$ cat src/rtl/fp16_pkg.sv
`default_nettype none
// +----------------------------------------------------------------------------+
// | Package : fp16_pkg                                                         |
// | Purpose : Shared fp16 field widths, special encodings and the state type   |
// |           of the fixed-point to fp16 normaliser.                           |
// | Revision: 1.0 - initial release                                            |
// +----------------------------------------------------------------------------+
package fp16_pkg;

    localparam int FP16_EXP_W  = 5;
    localparam int FP16_MANT_W = 10;
    localparam int FP16_BIAS   = 15;

    localparam logic [15:0] FP16_POS_INF = 16'h7C00;
    localparam logic [15:0] FP16_ZERO    = 16'h0000;

    typedef enum logic [1:0] {
        IDLE  = 2'd0,
        NORM  = 2'd1,
        ROUND = 2'd2,
        OUT   = 2'd3
    } state_t;

endpackage : fp16_pkg
`default_nettype wire

$ cat src/rtl/fp16_round_pack.sv
`default_nettype none
// +----------------------------------------------------------------------------+
// | Module  : fp16_round_pack                                                  |
// | Purpose : Combinational round-to-nearest-even and pack of a left-normalised|
// |           magnitude into an fp16 word, with saturation to +/-inf and       |
// |           flush-to-zero (no subnormals).                                   |
// | Ports   : i_mag       normalised magnitude (MSB set unless zero)           |
// |           i_shift     number of left shifts applied during normalisation   |
// |           i_exp       shared input exponent                                |
// |           i_sign      result sign                                          |
// |           o_fp        packed fp16 {sign, exp, mant}                        |
// |           o_overflow  result saturated to +/-inf                           |
// |           o_underflow nonzero input flushed to +/-0                        |
// | Revision: 1.0 - initial release                                            |
// +----------------------------------------------------------------------------+
module fp16_round_pack
    import fp16_pkg::*;
#(
    parameter int ACC_WIDTH = 32,
    parameter int FRAC_BITS = 10,
    parameter int BIAS      = 15,
    parameter int SHIFT_W   = $clog2(ACC_WIDTH)
) (
    input  logic [ACC_WIDTH-1:0]  i_mag,
    input  logic [SHIFT_W-1:0]    i_shift,
    input  logic [FP16_EXP_W-1:0] i_exp,
    input  logic                  i_sign,
    output logic [15:0]           o_fp,
    output logic                  o_overflow,
    output logic                  o_underflow
);

    // Exponent arithmetic is done signed and wide enough that neither the
    // largest input exponent nor the largest shift count can wrap.
    localparam int c_E_W = 12;
    // Unbiased exponent of the MSB of the input word, rebased to fp16 bias.
    localparam logic signed [c_E_W-1:0] c_EXP_OFS  = c_E_W'(ACC_WIDTH - 1 - FRAC_BITS - BIAS + FP16_BIAS);
    localparam logic signed [c_E_W-1:0] c_EXP_MAX  = c_E_W'((1 << FP16_EXP_W) - 1);
    localparam logic signed [c_E_W-1:0] c_EXP_ZERO = '0;
    // Bit position of the guard bit, directly below the kept mantissa field.
    localparam int c_G = ACC_WIDTH - 2 - FP16_MANT_W;

    logic [FP16_MANT_W-1:0]    w_mant;
    logic                      w_guard;
    logic                      w_sticky;
    logic                      w_round_up;
    logic [FP16_MANT_W:0]      w_mant_inc;
    logic signed [c_E_W-1:0]   w_exp_base;
    logic signed [c_E_W-1:0]   w_exp_rnd;

    // The MSB of i_mag is the implicit leading one and is not stored.
    assign w_mant     = i_mag[ACC_WIDTH-2 -: FP16_MANT_W];
    assign w_guard    = i_mag[c_G];
    assign w_sticky   = |i_mag[c_G-1:0];
    assign w_round_up = w_guard & (w_sticky | w_mant[0]);
    assign w_mant_inc = {1'b0, w_mant} + {{FP16_MANT_W{1'b0}}, w_round_up};

    assign w_exp_base = $signed({{(c_E_W-FP16_EXP_W){1'b0}}, i_exp}) + c_EXP_OFS
                      - $signed({{(c_E_W-SHIFT_W){1'b0}}, i_shift});
    // A mantissa carry-out leaves the low field at zero and bumps the exponent.
    assign w_exp_rnd  = w_exp_base + $signed({{(c_E_W-1){1'b0}}, w_mant_inc[FP16_MANT_W]});

    always_comb begin
        o_fp        = FP16_ZERO;
        o_overflow  = 1'b0;
        o_underflow = 1'b0;
        if (i_mag != '0) begin
            if (w_exp_rnd >= c_EXP_MAX) begin
                o_fp       = {i_sign, FP16_POS_INF[14:0]};
                o_overflow = 1'b1;
            end else if (w_exp_rnd <= c_EXP_ZERO) begin
                o_fp        = {i_sign, FP16_ZERO[14:0]};
                o_underflow = 1'b1;
            end else begin
                o_fp = {i_sign, w_exp_rnd[FP16_EXP_W-1:0], w_mant_inc[FP16_MANT_W-1:0]};
            end
        end
    end

endmodule : fp16_round_pack
`default_nettype wire

$ cat src/rtl/fixed_to_fp16_norm.sv
`default_nettype none
// +----------------------------------------------------------------------------+
// | Module  : fixed_to_fp16_norm                                               |
// | Purpose : Converts a signed fixed-point accumulator value with a shared    |
// |           5-bit exponent into an fp16 word. Normalisation shifts one bit   |
// |           per cycle; both sides use a valid/ready handshake.               |
// | Ports   : clk            clock, rising edge                                |
// |           rst            asynchronous reset, active low                    |
// |           in_valid       input word valid                                  |
// |           in_ready       ready to accept (only while idle)                 |
// |           fixed_point_in two's-complement accumulator value                |
// |           exp_in         shared exponent of fixed_point_in                 |
// |           out_valid      fp_out and flags valid                            |
// |           out_ready      consumer accepts the result                       |
// |           fp_out         fp16 result {sign, exp, mant}                     |
// |           overflow       result saturated to +/-inf                        |
// |           underflow      nonzero input flushed to +/-0                     |
// | Revision: 1.0 - initial release                                            |
// +----------------------------------------------------------------------------+
module fixed_to_fp16_norm
    import fp16_pkg::*;
#(
    parameter int ACC_WIDTH = 32,
    parameter int FRAC_BITS = 10,
    parameter int BIAS      = 15
) (
    input  logic                  clk,
    input  logic                  rst,
    input  logic                  in_valid,
    output logic                  in_ready,
    input  logic [ACC_WIDTH-1:0]  fixed_point_in,
    input  logic [FP16_EXP_W-1:0] exp_in,
    output logic                  out_valid,
    input  logic                  out_ready,
    output logic [15:0]           fp_out,
    output logic                  overflow,
    output logic                  underflow
);

    localparam int c_SHIFT_W = $clog2(ACC_WIDTH);
    localparam logic [ACC_WIDTH-1:0] c_ONE       = {{(ACC_WIDTH-1){1'b0}}, 1'b1};
    localparam logic [c_SHIFT_W-1:0] c_SHIFT_ONE = {{(c_SHIFT_W-1){1'b0}}, 1'b1};

    state_t                  r_state;
    logic                    r_in_ready;
    logic                    r_out_valid;
    logic                    r_sign;
    logic [ACC_WIDTH-1:0]    r_mag;
    logic [FP16_EXP_W-1:0]   r_exp;
    logic [c_SHIFT_W-1:0]    r_shift;
    logic [15:0]             r_fp_out;
    logic                    r_overflow;
    logic                    r_underflow;

    logic                    w_sign_in;
    logic [ACC_WIDTH-1:0]    w_mag_in;
    logic [15:0]             w_fp;
    logic                    w_overflow;
    logic                    w_underflow;

    // The most negative input has no positive counterpart in ACC_WIDTH signed
    // bits, but its unsigned magnitude (only MSB set) is exactly right.
    assign w_sign_in = fixed_point_in[ACC_WIDTH-1];
    assign w_mag_in  = w_sign_in ? (~fixed_point_in + c_ONE) : fixed_point_in;

    fp16_round_pack #(
        .ACC_WIDTH (ACC_WIDTH),
        .FRAC_BITS (FRAC_BITS),
        .BIAS      (BIAS),
        .SHIFT_W   (c_SHIFT_W)
    ) u_round_pack (
        .i_mag       (r_mag),
        .i_shift     (r_shift),
        .i_exp       (r_exp),
        .i_sign      (r_sign),
        .o_fp        (w_fp),
        .o_overflow  (w_overflow),
        .o_underflow (w_underflow)
    );

    always_ff @(posedge clk or negedge rst) begin
        if (!rst) begin
            r_state     <= IDLE;
            r_in_ready  <= 1'b1;
            r_out_valid <= 1'b0;
            r_sign      <= 1'b0;
            r_mag       <= '0;
            r_exp       <= '0;
            r_shift     <= '0;
            r_fp_out    <= FP16_ZERO;
            r_overflow  <= 1'b0;
            r_underflow <= 1'b0;
        end else begin
            case (r_state)
                IDLE: begin
                    if (in_valid) begin
                        r_sign     <= w_sign_in;
                        r_mag      <= w_mag_in;
                        r_exp      <= exp_in;
                        r_shift    <= '0;
                        r_in_ready <= 1'b0;
                        r_state    <= NORM;
                    end
                end
                NORM: begin
                    // A zero magnitude never normalises; it leaves with s=0.
                    if (r_mag[ACC_WIDTH-1] || (r_mag == '0)) begin
                        r_state <= ROUND;
                    end else begin
                        r_mag   <= {r_mag[ACC_WIDTH-2:0], 1'b0};
                        r_shift <= r_shift + c_SHIFT_ONE;
                    end
                end
                ROUND: begin
                    r_fp_out    <= w_fp;
                    r_overflow  <= w_overflow;
                    r_underflow <= w_underflow;
                    r_out_valid <= 1'b1;
                    r_state     <= OUT;
                end
                OUT: begin
                    if (out_ready) begin
                        r_out_valid <= 1'b0;
                        r_in_ready  <= 1'b1;
                        r_state     <= IDLE;
                    end
                end
                default: begin
                    r_out_valid <= 1'b0;
                    r_in_ready  <= 1'b1;
                    r_state     <= IDLE;
                end
            endcase
        end
    end

    assign in_ready  = r_in_ready;
    assign out_valid = r_out_valid;
    assign fp_out    = r_fp_out;
    assign overflow  = r_overflow;
    assign underflow = r_underflow;

endmodule : fixed_to_fp16_norm
`default_nettype wire
$ cat config.mk
export PLATFORM = sky130hd
export DESIGN_NAME = fixed_to_fp16_norm
export DESIGN_NICKNAME = d
export VERILOG_FILES = /design/src/rtl/fp16_pkg.sv /design/src/rtl/fp16_round_pack.sv /design/src/rtl/fixed_to_fp16_norm.sv
export SDC_FILE = /design/constraint.sdc
export NUM_CORES = 1
export LEC_CHECK = 0
export BUFFER_PORTS_ARGS = -buffer_cell sky130_fd_sc_hd__clkbuf_2
export CORE_MARGIN = 4
export CORE_UTILIZATION = 39
export DETAILED_ROUTE_END_ITERATION = 6
export PLACE_DENSITY_LB_ADDON = 0.08
export SLEW_MARGIN = 20
export SYNTH_ARGS = -nofsm -noshare
export SYNTH_HDL_FRONTEND = slang
export SYNTH_HIERARCHICAL = 1
export SYNTH_SLANG_ARGS = --single-unit
$ cat constraint.sdc
create_clock -name clk -period 3.4 [get_ports clk]
set_clock_uncertainty 0.1 [all_clocks]
set_input_delay 0 -clock clk [delete_from_list [all_inputs] [get_ports clk]]
set_output_delay 0 -clock clk [all_outputs]
set_load 0.05 [all_outputs]
==> metrics.txt, run 1 <==
# TYPE chip_impl_metric gauge
chip_impl_info{name="min_to",value="r_mag[7]"} 1
chip_impl_metric{name="synth.cell_area",unit="mm2"} 0.004960
chip_impl_metric{name="crit_required",unit="ns"} 3.52
chip_impl_metric{name="power_leakage",unit="uW"} 0.002471
chip_impl_metric{name="cts_inserted_buffers",unit=""} 9
chip_impl_metric{name="initialDrtViolationCount",unit=""} 271
chip_impl_metric{name="pin_count",unit=""} 61
chip_impl_metric{name="vdd_drop_max",unit="uV"} 658.2
chip_impl_info{name="synth_top_area_cell",value="sky130_fd_sc_hd__dfrtp_1"} 1
chip_impl_metric{name="vias_per_cell",unit=""} 5.715
chip_impl_metric{name="die_area",unit="mm2"} 0.01459
chip_impl_metric{name="antenna_found_initial",unit=""} 0
chip_impl_metric{name="synth_sequential_area_ratio",unit=""} 0.3282
chip_impl_metric{name="yosysTopAreaCellShare",unit=""} 0.3229
chip_impl_metric{name="synthArstFlopShare",unit=""} 1.000
chip_impl_metric{name="share_clk_of_total_power",unit=""} 0.160
chip_impl_metric{name="timing.critical_path.arrival",unit="ns"} 3.38
chip_impl_metric{name="post_synth_inst_count",unit=""} 546
chip_impl_metric{name="global_route.overflow_total",unit=""} 0
chip_impl_info{name="cts_tree",value="done"} 1
chip_impl_metric{name="yosys.cell_types.count",unit=""} 60
chip_impl_metric{name="whs_path_depth",unit=""} 4
chip_impl_metric{name="cap_violations",unit=""} 0
chip_impl_metric{name="critical_path_peak_fanout",unit=""} 5
chip_impl_metric{name="port_buffers",unit=""} 60
chip_impl_metric{name="timing.reg2reg.worst_path_depth",unit=""} 10
chip_impl_info{name="setup.worst_path.start_class",value="flip-flop"} 1
chip_impl_metric{name="worstSkewPairLatency",unit="ns"} 0.33
chip_impl_metric{name="combPwrFrac",unit=""} 0.598
chip_impl_metric{name="first_pass_grt_wire_length",unit="um"} 22890
chip_impl_info{name="crit_path_capture_type",value="flip-flop"} 1
chip_impl_metric{name="gp_routability_congestion",unit=""} 0.8483
chip_impl_metric{name="fp.dieH",unit="um"} 120.8
chip_impl_metric{name="globalRouteTotalUtil",unit=""} 0.1954
chip_impl_metric{name="cts_max_path_buffers",unit=""} 2
chip_impl_info{name="outcome",value="finished clean"} 1
chip_impl_metric{name="synth-edff-count",unit=""} 0
chip_impl_metric{name="syn-mean-instance-area",unit="um2"} 9.084
chip_impl_metric{name="wl_per_cell",unit="um"} 17.37
chip_impl_metric{name="finalNetCount",unit=""} 680
chip_impl_metric{name="layout_worst_path_cycle_share",unit=""} 0.9583
chip_impl_metric{name="power.share.sequential",unit=""} 0.242
chip_impl_metric{name="cts_num_sinks",unit=""} 65
chip_impl_metric{name="postPlaceCellArea",unit="mm2"} 0.005490
chip_impl_metric{name="dieWidth",unit="um"} 120.8
chip_impl_info{name="synth_area_leaders",value="sky130_fd_sc_hd__dfrtp_1 32%, sky130_fd_sc_hd__mux2_2 12%, sky130_fd_sc_hd__ha_1 4.8%"} 1
chip_impl_info{name="worst_setup_path_startpoint",value="r_shift[1]"} 1
chip_impl_metric{name="final_critical_path_setup_slack",unit="ns"} 0.1416
chip_impl_info{name="root_buffer",value="sky130_fd_sc_hd__clkbuf_16"} 1
chip_impl_metric{name="syn_to_final_growth",unit="%"} 20.33
chip_impl_metric{name="post-place-ws",unit="ns"} 0.002448
chip_impl_metric{name="htree_levels",unit=""} 3
chip_impl_metric{name="post-route-cell-area",unit="mm2"} 0.005968
chip_impl_metric{name="switching_share",unit=""} 0.4526
chip_impl_metric{name="ys.warnings.count",unit=""} 6
chip_impl_metric{name="net-switching-power",unit="uW"} 2720
chip_impl_metric{name="path_clk_slew",unit="ns"} 0.05
chip_impl_info{name="worstHoldStart",value="fixed_point_in[7]"} 1
chip_impl_metric{name="ys_ff_latch",unit=""} 65
chip_impl_metric{name="final_max_slew_viol_count",unit=""} 0
chip_impl_info{name="rsz0062_at_grt",value="no"} 1
chip_impl_metric{name="syn-num-nets",unit=""} 607
chip_impl_info{name="ys_dominant_reg_cell",value="sky130_fd_sc_hd__dfrtp_1"} 1
chip_impl_metric{name="fmax",unit="GHz"} 0.3069
chip_impl_metric{name="antenna_violating_nets_post_route",unit=""} 0
chip_impl_metric{name="row_count",unit=""} 40
chip_impl_info{name="worstHoldPathType",value="input port to flip-flop"} 1
chip_impl_info{name="setup.worst_path.class",value="flip-flop to flip-flop"} 1
chip_impl_metric{name="grt_start_max_net_pins",unit=""} 92
chip_impl_metric{name="transition_time_of_the_tightest_slew_check_pin",unit="ns"} 0.9122
chip_impl_info{name="critical_path.reg2reg.endpoint",value="underflow"} 1
chip_impl_metric{name="drt_first_pass_iters",unit=""} 4
chip_impl_metric{name="post-route-min-period",unit="ns"} 3.258
chip_impl_metric{name="hold-worst-slack",unit="ns"} 0.03302
chip_impl_metric{name="n_antenna_cell",unit=""} 0
chip_impl_metric{name="final-hold-violation-count",unit=""} 0
chip_impl_metric{name="grt_pass1_vias",unit=""} 4531
chip_impl_metric{name="floorplan.initialDensity",unit=""} 0.4061
chip_impl_metric{name="total_core_area",unit="mm2"} 0.01221
chip_impl_metric{name="detailroute.via_count",unit=""} 4526
chip_impl_info{name="worst_r2r_startpoint",value="r_shift[1]"} 1
chip_impl_metric{name="setup_tns",unit="ns"} 0
chip_impl_metric{name="setup_viol",unit=""} 0
chip_impl_metric{name="finalWirelength",unit="um"} 13760
chip_impl_metric{name="post-dp-hpwl",unit="um"} 10170
chip_impl_metric{name="cellPowerDensity",unit="mW/mm2"} 1007
chip_impl_metric{name="slew_hr",unit=""} 0.3919
chip_impl_metric{name="final_layout_size_suffix_gt1_frac",unit=""} 0.2708
chip_impl_metric{name="route.detailed.drc",unit=""} 0
chip_impl_metric{name="reg_to_reg_slack_setup",unit="ns"} 0.14
chip_impl_metric{name="cellInternalPower",unit="uW"} 3289
## cell type report
type / instances / area (um2)
inverters: 22 / 82.58
multi-input cells: 427 / 3149
clock buffers: 14 / 274.0
fillers: 1223 / 6243
repair buffers: 94 / 589.3
well taps: 168 / 210.2
flip-flops and latches: 65 / 1628
clock inverters: 2 / 35.03
## layer usage
layer | track usage | vias up | wire length, um
met5 | 0 | - | 0
met4 | 0.06586 | 0 | 296
met1 | 0.2705 | 2185 | 6514
met3 | 0.03274 | 23 | 673
met2 | 0.3098 | 108 | 6271
li1 | - | 2210 | -
## cells in the mapped netlist, types with 2 or more instances
| cell type | n |
|---|---|
| sky130_fd_sc_hd__nand4_1 | 8 |
| sky130_fd_sc_hd__o211ai_1 | 6 |
| sky130_fd_sc_hd__nor4_1 | 33 |
| sky130_fd_sc_hd__or3_1 | 8 |
| sky130_fd_sc_hd__a22oi_1 | 3 |
| sky130_fd_sc_hd__o41ai_1 | 6 |
| sky130_fd_sc_hd__nor3_1 | 13 |
| sky130_fd_sc_hd__and3_1 | 3 |
| sky130_fd_sc_hd__o31ai_1 | 10 |
| sky130_fd_sc_hd__nand2b_1 | 11 |
| sky130_fd_sc_hd__and2_1 | 3 |
| sky130_fd_sc_hd__clkbuf_1 | 23 |
| sky130_fd_sc_hd__o22ai_1 | 3 |
| sky130_fd_sc_hd__inv_1 | 21 |
| sky130_fd_sc_hd__buf_2 | 2 |
| sky130_fd_sc_hd__or2_2 | 4 |
| sky130_fd_sc_hd__mux2i_1 | 3 |
| sky130_fd_sc_hd__and4_1 | 3 |
| sky130_fd_sc_hd__nand4b_1 | 7 |
| sky130_fd_sc_hd__ha_1 | 19 |
| sky130_fd_sc_hd__clkbuf_2 | 2 |
| sky130_fd_sc_hd__or4b_1 | 2 |
| sky130_fd_sc_hd__buf_6 | 2 |
| sky130_fd_sc_hd__nor2_1 | 22 |
| sky130_fd_sc_hd__o21ai_0 | 35 |
| sky130_fd_sc_hd__a221oi_1 | 2 |
| sky130_fd_sc_hd__nor2b_1 | 7 |
| sky130_fd_sc_hd__buf_4 | 2 |
| sky130_fd_sc_hd__a21oi_1 | 24 |
| sky130_fd_sc_hd__mux2_2 | 52 |
| sky130_fd_sc_hd__nand3_1 | 25 |
| sky130_fd_sc_hd__nor3b_1 | 14 |
| sky130_fd_sc_hd__or4_1 | 13 |
| sky130_fd_sc_hd__nand2_1 | 31 |
| sky130_fd_sc_hd__xnor2_1 | 7 |
| sky130_fd_sc_hd__o21ba_2 | 2 |
| sky130_fd_sc_hd__a211oi_1 | 2 |
| sky130_fd_sc_hd__xor2_1 | 22 |
| sky130_fd_sc_hd__a32o_1 | 2 |
| sky130_fd_sc_hd__o221ai_2 | 2 |
| sky130_fd_sc_hd__dfrtp_1 | 64 |
| sky130_fd_sc_hd__a2111o_1 | 5 |
## worst max-delay path by stage
stage	to	slack (ns)	cells past startpoint
5_1_grt	fp_out[4]	0.01	14
2_1_floorplan	fp_out[0]	0.26	11
3_3_place_gp	fp_out[5]	0.07	10
3_5_place_dp	fp_out[4]	0.002	10
6_report	underflow	0.14	10
4_1_cts	fp_out[3]	0.002	11
## state kept, by name (all words and copies together), names as in the netlist
register	count
in_ready	1
r_shift	5
underflow	1
r_mag	32
r_state	2
out_valid	1
fp_out	16
overflow	1
r_exp	5
r_sign	1
## cell usage in the layout, fill, tap and decap left out, types with 4 or more instances in the layout
master                          instances
sky130_fd_sc_hd__dlygate4sd3_1         12
sky130_fd_sc_hd__a21oi_1               24
sky130_fd_sc_hd__o31ai_1               10
sky130_fd_sc_hd__o211ai_1               6
sky130_fd_sc_hd__nor2b_1                7
sky130_fd_sc_hd__clkbuf_16              9
sky130_fd_sc_hd__nor3b_1               14
sky130_fd_sc_hd__or2_2                  4
sky130_fd_sc_hd__clkbuf_2              59
sky130_fd_sc_hd__a2111o_1               5
sky130_fd_sc_hd__mux2_2                52
sky130_fd_sc_hd__buf_4                 21
sky130_fd_sc_hd__nand2_1               31
sky130_fd_sc_hd__ha_1                  17
sky130_fd_sc_hd__xnor2_1                6
sky130_fd_sc_hd__dfrtp_1               64
sky130_fd_sc_hd__nand2b_1              11
sky130_fd_sc_hd__o41ai_1                6
sky130_fd_sc_hd__inv_1                 21
sky130_fd_sc_hd__or3_1                  8
sky130_fd_sc_hd__nor2_1                21
sky130_fd_sc_hd__o21ai_0               34
sky130_fd_sc_hd__nand3_1               25
sky130_fd_sc_hd__xor2_1                22
sky130_fd_sc_hd__nand4_1                8
sky130_fd_sc_hd__or4_1                 12
sky130_fd_sc_hd__nor3_1                12
sky130_fd_sc_hd__nand4b_1               7
sky130_fd_sc_hd__nor4_1                33
## power groups by stage
stage	Clock [uW]	Combinational [uW]	Sequential [uW]
floorplan	0	2330	1710
global placement	0	3440	1450
detailed placement	0	3490	1460
CTS	987	3550	1450
global route	1020	3980	1510
finish	963	3590	1450
## stage by stage
stage / utilization / std cells / power [uW]
2_1_floorplan: - / 546 / 4042
3_3_place_gp: 0.4496 / 764 / 4891
3_5_place_dp: 0.4496 / 764 / 4949
4_1_cts: 0.4857 / 792 / 5991
5_1_grt: 0.4887 / 792 / 6512
6_report: 0.4887 / 792 / 6009
## worst max-delay path: stages (launching register included)
cell	delay (ns)
sky130_fd_sc_hd__dfrtp_1	0.41
sky130_fd_sc_hd__ha_1	0.29
sky130_fd_sc_hd__inv_1	0.04
sky130_fd_sc_hd__ha_1	0.24
sky130_fd_sc_hd__fa_2	0.59
sky130_fd_sc_hd__and3_4	0.22
sky130_fd_sc_hd__a21oi_1	0.07
sky130_fd_sc_hd__or3_1	0.38
sky130_fd_sc_hd__a32o_1	0.28
sky130_fd_sc_hd__a32o_1	0.26
sky130_fd_sc_hd__mux2_2	0.26
## cell families after synthesis
| family | after synthesis | synth area share |
|---|---|---|
| and+or+nand+nor | 210 | 0.2445 |
| AOI/OAI and AO/OA | 113 | 0.1536 |
| DFF | 65 | 0.3282 |
| muxes | 55 | 0.1241 |
| buffers and inverters | 54 | 0.04642 |
| xor gates and xnor gates | 29 | 0.05121 |
| adders and majority gates | 20 | 0.05197 |
## timing repair
item	CTS	global route
resized for setup	2	10
endpoints found under the hold margin	32	0
cloned	0	0
hold buffers	12	0
endpoints found under the setup margin	4	17
pin swaps	0	1
buffers inserted	0	0
Note: power is estimated with default switching activity, not from simulation.
==> run 2, diff against run 1 <==
- ABC_AREA: not set -> 1
==> run 2 against run 1 <==
Against the previous run:
- synthesized cell count up 37%
- first-iteration DRC count increased by 5.2%
- utilization down 1.7 points
- sequential power hardly changed
- critical path depth rose by 9
- hold slack got worse by 0.015 ns
- area after synthesis rose by 1.2%
- fmax rose by 5.8%
- clock power decreased by 11%
- flip-flop and latch count unchanged
- sequential share of layout area grew 0.12 points
- die area up 1.1%
- critical path type unchanged
==> metrics.txt, run 2 <==
# TYPE chip_impl_metric gauge
chip_impl_info{name="cts_tree",value="done"} 1
chip_impl_metric{name="detailroute.via_count",unit=""} 4872
chip_impl_info{name="worstHoldPathType",value="input port to flip-flop"} 1
chip_impl_metric{name="final_core_util",unit=""} 0.4716
chip_impl_metric{name="wl_per_cell",unit="um"} 13.23
chip_impl_metric{name="path_clk_slew",unit="ns"} 0.05
chip_impl_metric{name="floorplan.initialDensity",unit=""} 0.3976
chip_impl_metric{name="die_area",unit="mm2"} 0.01474
chip_impl_metric{name="drt_first_pass_iters",unit=""} 4
chip_impl_metric{name="syn-mean-instance-area",unit="um2"} 6.717
chip_impl_info{name="root_buffer",value="sky130_fd_sc_hd__clkbuf_16"} 1
chip_impl_metric{name="synth_sequential_area_ratio",unit=""} 0.3244
chip_impl_metric{name="globalRouteTotalUtil",unit=""} 0.1925
chip_impl_metric{name="port_buffers",unit=""} 60
chip_impl_metric{name="crit_required",unit="ns"} 3.52
chip_impl_info{name="setup.worst_path.class",value="flip-flop to flip-flop"} 1
chip_impl_metric{name="syn_to_final_growth",unit="%"} 18.63
chip_impl_metric{name="total_core_area",unit="mm2"} 0.01262
chip_impl_metric{name="vdd_drop_max",unit="uV"} 535.0
chip_impl_metric{name="setup_viol",unit=""} 0
chip_impl_metric{name="multi_input_area",unit="mm2"} 0.002979
chip_impl_metric{name="yosysTopAreaCellShare",unit=""} 0.3192
chip_impl_metric{name="stdcell_count",unit=""} 1001
chip_impl_metric{name="pin_count",unit=""} 61
chip_impl_metric{name="critical_path_peak_fanout",unit=""} 6
chip_impl_metric{name="final-hold-violation-count",unit=""} 0
chip_impl_metric{name="antenna_violating_nets_post_route",unit=""} 0
chip_impl_metric{name="post-route-min-period",unit="ns"} 3.080
chip_impl_metric{name="syn-num-nets",unit=""} 808
chip_impl_metric{name="timing.critical_path.arrival",unit="ns"} 3.20
chip_impl_metric{name="final_layout_size_suffix_gt1_frac",unit=""} 0.1689
chip_impl_info{name="top_signal_layer_used",value="met4"} 1
chip_impl_info{name="ys_dominant_reg_cell",value="sky130_fd_sc_hd__dfrtp_1"} 1
chip_impl_metric{name="cts_max_path_buffers",unit=""} 2
chip_impl_metric{name="global_route.overflow_total",unit=""} 0
chip_impl_info{name="reg_with_most_ffs",value="r_mag"} 1
chip_impl_metric{name="n_antenna_cell",unit=""} 0
chip_impl_metric{name="worstSkewPairLatency",unit="ns"} 0.33
chip_impl_info{name="mostFrequentLayoutCell",value="sky130_fd_sc_hd__nand2_1"} 1
chip_impl_metric{name="synthArstFlopShare",unit=""} 1.000
chip_impl_metric{name="layout_worst_path_cycle_share",unit=""} 0.9059
chip_impl_metric{name="dieWidth",unit="um"} 121.4
chip_impl_metric{name="fp.dieH",unit="um"} 121.4
chip_impl_metric{name="finalNetCount",unit=""} 885
chip_impl_metric{name="placed_cells_incl_taps",unit=""} 965
chip_impl_info{name="synth_area_leaders",value="sky130_fd_sc_hd__dfrtp_1 32%, sky130_fd_sc_hd__nand2_1 18%, sky130_fd_sc_hd__nor2_1 8.6%"} 1
chip_impl_metric{name="vias_per_cell",unit=""} 4.867
chip_impl_info{name="setup.worst_path.start_class",value="flip-flop"} 1
chip_impl_metric{name="cap_violations",unit=""} 0
chip_impl_metric{name="ys_ff_latch",unit=""} 65
chip_impl_metric{name="post_synth_inst_count",unit=""} 747
chip_impl_info{name="mostFrequentLayoutCells",value="240 x sky130_fd_sc_hd__nand2_1, 111 x sky130_fd_sc_hd__nor2_1, 80 x sky130_fd_sc_hd__inv_1, 80 x sky130_fd_sc_hd__nand3_1, 62 x sky130_fd_sc_hd__dfrtp_1"} 1
chip_impl_metric{name="wirelength_met1",unit="um"} 6071
chip_impl_metric{name="met3_wirelength",unit="um"} 422
chip_impl_metric{name="route.detailed.drc",unit=""} 0
chip_impl_metric{name="ys.warnings.count",unit=""} 6
chip_impl_metric{name="post-dp-hpwl",unit="um"} 9942
chip_impl_metric{name="final_max_slew_viol_count",unit=""} 0
chip_impl_metric{name="fmax",unit="GHz"} 0.3247
chip_impl_metric{name="design_power_total",unit="uW"} 5199
chip_impl_metric{name="transition_time_of_the_tightest_slew_check_pin",unit="ns"} 0.8879
chip_impl_metric{name="row_count",unit=""} 41
chip_impl_metric{name="gp_routability_congestion",unit=""} 0.8878
chip_impl_info{name="netlist_top_cells_count",value="242 x sky130_fd_sc_hd__nand2_1, 115 x sky130_fd_sc_hd__nor2_1, 80 x sky130_fd_sc_hd__inv_1, 80 x sky130_fd_sc_hd__nand3_1, 64 x sky130_fd_sc_hd__dfrtp_1"} 1
chip_impl_metric{name="largest_register_ffs",unit=""} 32
chip_impl_metric{name="antenna_found_initial",unit=""} 0
chip_impl_metric{name="initialDrtViolationCount",unit=""} 285
chip_impl_metric{name="synth-edff-count",unit=""} 0
chip_impl_metric{name="synth.cell_area",unit="mm2"} 0.005017
chip_impl_metric{name="grt_pass1_vias",unit=""} 4810
chip_impl_metric{name="htree_levels",unit=""} 3
chip_impl_info{name="outcome",value="finished clean"} 1
chip_impl_metric{name="setup_tns",unit="ns"} 0
chip_impl_info{name="synth_top_area_cell",value="sky130_fd_sc_hd__dfrtp_1"} 1
chip_impl_metric{name="ff_latch_area",unit="mm2"} 0.001630
chip_impl_metric{name="grt_start_max_net_pins",unit=""} 43
chip_impl_metric{name="post-route-cell-area",unit="mm2"} 0.005952
chip_impl_metric{name="cts_num_sinks",unit=""} 65
chip_impl_metric{name="yosys.cell_types.count",unit=""} 40
chip_impl_metric{name="cellPowerDensity",unit="mW/mm2"} 873.5
chip_impl_metric{name="cts_inserted_buffers",unit=""} 9
chip_impl_metric{name="power_leakage",unit="uW"} 0.003063
chip_impl_metric{name="slew_hr",unit=""} 0.4080
chip_impl_metric{name="wl_met2",unit="um"} 6573
chip_impl_metric{name="nFillCells",unit=""} 1371
chip_impl_metric{name="finalWirelength",unit="um"} 13240
chip_impl_info{name="crit_path_capture_type",value="flip-flop"} 1
chip_impl_metric{name="first_pass_grt_wire_length",unit="um"} 22960
chip_impl_info{name="post-synth-top-count-cell",value="sky130_fd_sc_hd__nand2_1"} 1
chip_impl_metric{name="postPlaceCellArea",unit="mm2"} 0.005454
run 2: cell types whose count changed in the layout (fill, tap and decap cells not counted), sizes merged, moves of 11 or more:
| cell | change |
|---|---|
| nor3 | -11 |
| nand3 | +56 |
| nor2 | +101 |
| nor3b | -15 |
| buf | -14 |
| or4 | -14 |
| a21oi | -19 |
| inv | +60 |
| nor4 | -30 |
| nand2 | +215 |
| nand2b | -11 |
| mux2 | -29 |
run 2: cells by family (layout without fill, tap and decap cells):
group,Yosys count,in the layout,synth area share
flops,65,65,0.3244
fa+ha+maj,20,20,0.05137
simple gates,475,475,0.4022
mux,25,25,0.05561
xor+xnor,20,20,0.03491
buf+inv,101,183,0.08529
compound gates,41,41,0.04614
run 2: worst paths after layout:
path | start | end | slack [ns] | cells past startpoint
max | r_mag[21] | fp_out[13] | 0.32 | 19
min | fixed_point_in[26] | r_mag[26] | 0.02 | 6
max reg2reg | r_mag[21] | fp_out[13] | 0.32 | 19
min reg2reg | r_sign | r_sign | 0.40 | 2
max in group asynchronous | rst | r_mag[20] | 2.14 | 3
min in group asynchronous | rst | r_shift[3] | 0.21 | 2
run 2: layout make-up:
| cell class | instances | area share |
|---|---|---|
| Multi-Input combinational cell | 581 | 0.5005 |
| Sequential cell | 65 | 0.2739 |
| Timing Repair Buffer | 86 | 0.09081 |
| Inverter | 81 | 0.05108 |
| Clock buffer | 10 | 0.04015 |
| Tap cell | 172 | 0.03616 |
| Clock inverter | 6 | 0.007358 |
run 2: critical path, cell delays in order, from the launching register on:
cell and delay, ns:
sky130_fd_sc_hd__dfrtp_2 0.40, sky130_fd_sc_hd__nand2_1 0.07, sky130_fd_sc_hd__inv_1 0.10, sky130_fd_sc_hd__ha_2 0.21, sky130_fd_sc_hd__nand4_1 0.14, sky130_fd_sc_hd__nor2_2 0.16
sky130_fd_sc_hd__nand4_1 0.13, sky130_fd_sc_hd__nor2_2 0.12, sky130_fd_sc_hd__ha_1 0.18, sky130_fd_sc_hd__ha_1 0.17, sky130_fd_sc_hd__nand2_1 0.08, sky130_fd_sc_hd__nor2_2 0.12
sky130_fd_sc_hd__nand3_1 0.09, sky130_fd_sc_hd__nand2_1 0.10, sky130_fd_sc_hd__nand3_1 0.16, sky130_fd_sc_hd__nor2_2 0.17, sky130_fd_sc_hd__nand2_2 0.09, sky130_fd_sc_hd__nand3_1 0.07
sky130_fd_sc_hd__nand2_1 0.05, sky130_fd_sc_hd__mux2_2 0.25
run 2: report_power, final:
group	total [uW]	leakage [uW]	switching [uW]	internal [uW]
logic	2890	0.00214	1870	1020
registers	1450	0.000799	318	1130
clock network	859	0.000127	347	512
run 2: per-layer routing:
metal | GRT usage | vias to the layer above
li1 | - | 2515
met4 | 0.04762 | 0
met1 | 0.2419 | 2273
met3 | 0.03963 | 8
met2 | 0.3368 | 76
met5 | 0 | -
run 2: what timing repair did:
action | in CTS | in global routing
resized for setup | 0 | 9
buffers inserted | 0 | 2
hold endpoints to repair | 50 | 0
setup endpoints to repair | 0 | 17
hold buffers | 18 | 0
run 2: stage by stage:
step	hold WS (ns)	worst slack (ns)
final	0.01763	0.3201
after global routing	0.02985	-0.04385
after CTS	0.0004289	0.1713
after detailed placement	0.06180	0.1833
after global placement	0.04196	0.2907
after floorplan	-0.3956	0.4746
==> run 3, diff against run 2 <==
- CORE_MARGIN: 4 -> not set
- clock period: 3.4 -> 2.9 ns (I/O delays scaled with it)
==> run 3 against run 2 <==
Against the previous run:
- the flow now finishes with violations (setup timing)
- routed wire length increased by 2.7%
- sequential share of layout area decreased by 1.3 points
- global-route usage increased by 2.6 points
- flip-flop and latch count unchanged
- worst setup slack got worse by 0.42 ns
- utilization increased by 2.5 points
- first-iteration DRC count decreased by 2.1%
- critical path type unchanged
- critical endpoint is now fp_out[11]
- largest cell class unchanged
==> metrics.txt, run 3 (same netlist as run 2, synthesis figures left out) <==
# TYPE chip_impl_metric gauge
chip_impl_info{name="outcome",value="complete, but fails checks"} 1
chip_impl_info{name="failed_checks",value="setup timing"} 1
chip_impl_metric{name="placed_cells_incl_taps",unit=""} 977
chip_impl_metric{name="critical_path_peak_fanout",unit=""} 6
chip_impl_info{name="root_buffer",value="sky130_fd_sc_hd__clkbuf_16"} 1
chip_impl_metric{name="layout_worst_path_cycle_share",unit=""} 1.034
chip_impl_info{name="setup.worst_path.start_class",value="flip-flop"} 1
chip_impl_metric{name="final-hold-violation-count",unit=""} 0
chip_impl_metric{name="floorplan.initialDensity",unit=""} 0.3992
chip_impl_metric{name="antenna_found_initial",unit=""} 0
chip_impl_metric{name="post-route-min-period",unit="ns"} 2.997
chip_impl_metric{name="die_area",unit="mm2"} 0.01332
chip_impl_metric{name="postPlaceCellArea",unit="mm2"} 0.005547
chip_impl_metric{name="fmax",unit="GHz"} 0.3336
chip_impl_metric{name="gp_routability_congestion",unit=""} 0.8546
chip_impl_metric{name="grt_start_max_net_pins",unit=""} 55
chip_impl_metric{name="globalRouteTotalUtil",unit=""} 0.2185
chip_impl_metric{name="finalNetCount",unit=""} 902
chip_impl_metric{name="detailroute.via_count",unit=""} 4936
chip_impl_metric{name="wl_per_cell",unit="um"} 13.35
chip_impl_metric{name="nFillCells",unit=""} 1294
chip_impl_metric{name="worst-path-buf-inv",unit=""} 1
chip_impl_info{name="worstHoldPathType",value="input port to flip-flop"} 1
chip_impl_metric{name="crit_path_max_incr_delay",unit="ns"} 0.60
chip_impl_metric{name="global_route.overflow_total",unit=""} 0
chip_impl_metric{name="fp.dieH",unit="um"} 115.4
chip_impl_metric{name="cts_num_sinks",unit=""} 65
chip_impl_info{name="mostFrequentLayoutCells",value="236 x sky130_fd_sc_hd__nand2_1, 107 x sky130_fd_sc_hd__nor2_1, 78 x sky130_fd_sc_hd__inv_1"} 1
chip_impl_metric{name="htree_levels",unit=""} 3
chip_impl_metric{name="post-dp-hpwl",unit="um"} 10080
chip_impl_metric{name="pin_count",unit=""} 61
chip_impl_info{name="crit_path_capture_type",value="flip-flop"} 1
chip_impl_info{name="critical_path_top_delay_cell",value="sky130_fd_sc_hd__fa_1"} 1
chip_impl_metric{name="antenna_violating_nets_post_route",unit=""} 0
chip_impl_metric{name="vdd_drop_max",unit="uV"} 470.3
chip_impl_metric{name="final_max_slew_viol_count",unit=""} 0
chip_impl_metric{name="crit_required",unit="ns"} 3.02
chip_impl_metric{name="cts_max_path_buffers",unit=""} 2
chip_impl_metric{name="first_pass_grt_wire_length",unit="um"} 22560
chip_impl_metric{name="post-route-cell-area",unit="mm2"} 0.006242
chip_impl_metric{name="dieWidth",unit="um"} 115.4
chip_impl_metric{name="grt_pass1_vias",unit=""} 4790
chip_impl_metric{name="route.detailed.drc",unit=""} 0
chip_impl_info{name="cts_tree",value="done"} 1
chip_impl_metric{name="final_layout_size_suffix_gt1_frac",unit=""} 0.1998
chip_impl_metric{name="syn_to_final_growth",unit="%"} 24.41
chip_impl_metric{name="setup_viol",unit=""} 14
chip_impl_metric{name="final_critical_path_setup_slack",unit="ns"} -0.09724
chip_impl_metric{name="n_antenna_cell",unit=""} 0
chip_impl_metric{name="finalWirelength",unit="um"} 13590
chip_impl_metric{name="largest_register_ffs",unit=""} 32
chip_impl_info{name="reg_with_most_ffs",value="r_mag"} 1
chip_impl_metric{name="initialDrtViolationCount",unit=""} 279
chip_impl_metric{name="vias_per_cell",unit=""} 4.849
chip_impl_metric{name="drt_first_pass_iters",unit=""} 5
chip_impl_metric{name="cts_inserted_buffers",unit=""} 9
chip_impl_metric{name="post-place-ws",unit="ns"} -0.1155
chip_impl_metric{name="worstSkewPairLatency",unit="ns"} 0.34
chip_impl_info{name="critical_path.cell_chain",value="ha_1 -> inv_1 -> ha_1 -> fa_1 -> nand3_4 -> nor2_4 -> nand4_1 -> nand2_1 -> nand2_2 -> nor2_4 -> nand2_2 -> nand2_4 -> nand2_1 -> mux2_2"} 1
chip_impl_metric{name="power_leakage",unit="uW"} 0.003174
chip_impl_metric{name="transition_time_of_the_tightest_slew_check_pin",unit="ns"} 0.8322
chip_impl_metric{name="row_count",unit=""} 41
chip_impl_metric{name="cellPowerDensity",unit="mW/mm2"} 1063
chip_impl_metric{name="slew_hr",unit=""} 0.4440
chip_impl_info{name="rsz0062_at_grt",value="yes"} 1
chip_impl_info{name="setup.worst_path.class",value="flip-flop to flip-flop"} 1
chip_impl_info{name="mostFrequentLayoutCell",value="sky130_fd_sc_hd__nand2_1"} 1
chip_impl_metric{name="port_buffers",unit=""} 60
chip_impl_metric{name="total_core_area",unit="mm2"} 0.01257
chip_impl_metric{name="path_clk_slew",unit="ns"} 0.06
chip_impl_info{name="critical-path-top-delay-family",value="adder cells"} 1
chip_impl_metric{name="cap_violations",unit=""} 0
chip_impl_metric{name="stdcell_count",unit=""} 1018
chip_impl_metric{name="timing.critical_path.arrival",unit="ns"} 3.12
run 3: changes by cell type in the layout (fill, tap and decap cells not counted), moves of 3 or more:
cell | previous run | this run
sky130_fd_sc_hd__nand3_1 | 80 | 77
sky130_fd_sc_hd__nand2_2 | 5 | 8
sky130_fd_sc_hd__buf_4 | 8 | 21
sky130_fd_sc_hd__nor2_1 | 111 | 107
sky130_fd_sc_hd__ha_4 | 0 | 3
sky130_fd_sc_hd__nand2_1 | 240 | 236
sky130_fd_sc_hd__clkinvlp_4 | 4 | 1
run 3: routing by layer:
metal	share of wire	wire length, um	track usage	vias up
li1	-	-	-	2541
met3	0.031	426	0.03452	14
met4	0.015	199	0.06926	0
met1	0.47	6415	0.2759	2301
met5	0	0	0	-
met2	0.48	6553	0.3816	80
run 3: worst paths after layout:
| kind | cells after the start | slack, ns | to | from |
|---|---|---|---|---|
| min in group asynchronous | 3 | 0.26 | r_mag[30] | rst |
| hold / removal | 6 | 0.008 | r_mag[19] | fixed_point_in[19] |
| max in group asynchronous | 3 | 1.71 | r_mag[7] | rst |
| hold reg to reg | 2 | 0.40 | r_sign | r_sign |
| setup / recovery | 14 | -0.1 | fp_out[11] | r_shift[1] |
| setup reg to reg | 14 | -0.1 | fp_out[11] | r_shift[1] |
run 3: tightest hold or removal path: cells and delay by family:
kind | cells | cell delay, ns
buffers and inverters | 1 | 0.12
AND/OR/NAND/NOR | 5 | 0.29
run 3: metrics by stage:
step	TNS [ns]	util	power, uW	hold WS (ns)
after floorplan	0	-	4370	-0.3956
after global placement	0	0.4413	5101	-0.2043
after detailed placement	-1.413	0.4413	5186	-0.1987
after CTS	-0.05296	0.4810	6341	0.005825
after global routing	-4.155	0.4967	7247	0.03716
final	-0.7346	0.4967	6634	0.007996
run 3: cell type report:
class | count | area (um2) | area share
clock buffer | 11 | 232.7 | 0.03728
clock inverter | 5 | 56.30 | 0.009020
inverter | 81 | 304.0 | 0.04871
multi-input combinational | 582 | 3127 | 0.5009
sequential | 65 | 1628 | 0.2608
tap | 172 | 215.2 | 0.03448
timing repair buffer | 102 | 679.4 | 0.1088
run 3: repair_timing:
action,in CTS,in global routing
hold buffers,19,0
pin swaps,7,13
hold endpoints to repair,28,0
gates cloned,0,1
setup endpoints to repair,17,17
setup buffers,1,4
gates resized for setup,3,31
run 3: power by group:
| part | switching [uW] | internal, uW | total [uW] |
|---|---|---|---|
| clock | 410 | 664 | 1070 |
| combinational | 2470 | 1440 | 3910 |
| sequential | 324 | 1330 | 1650 |
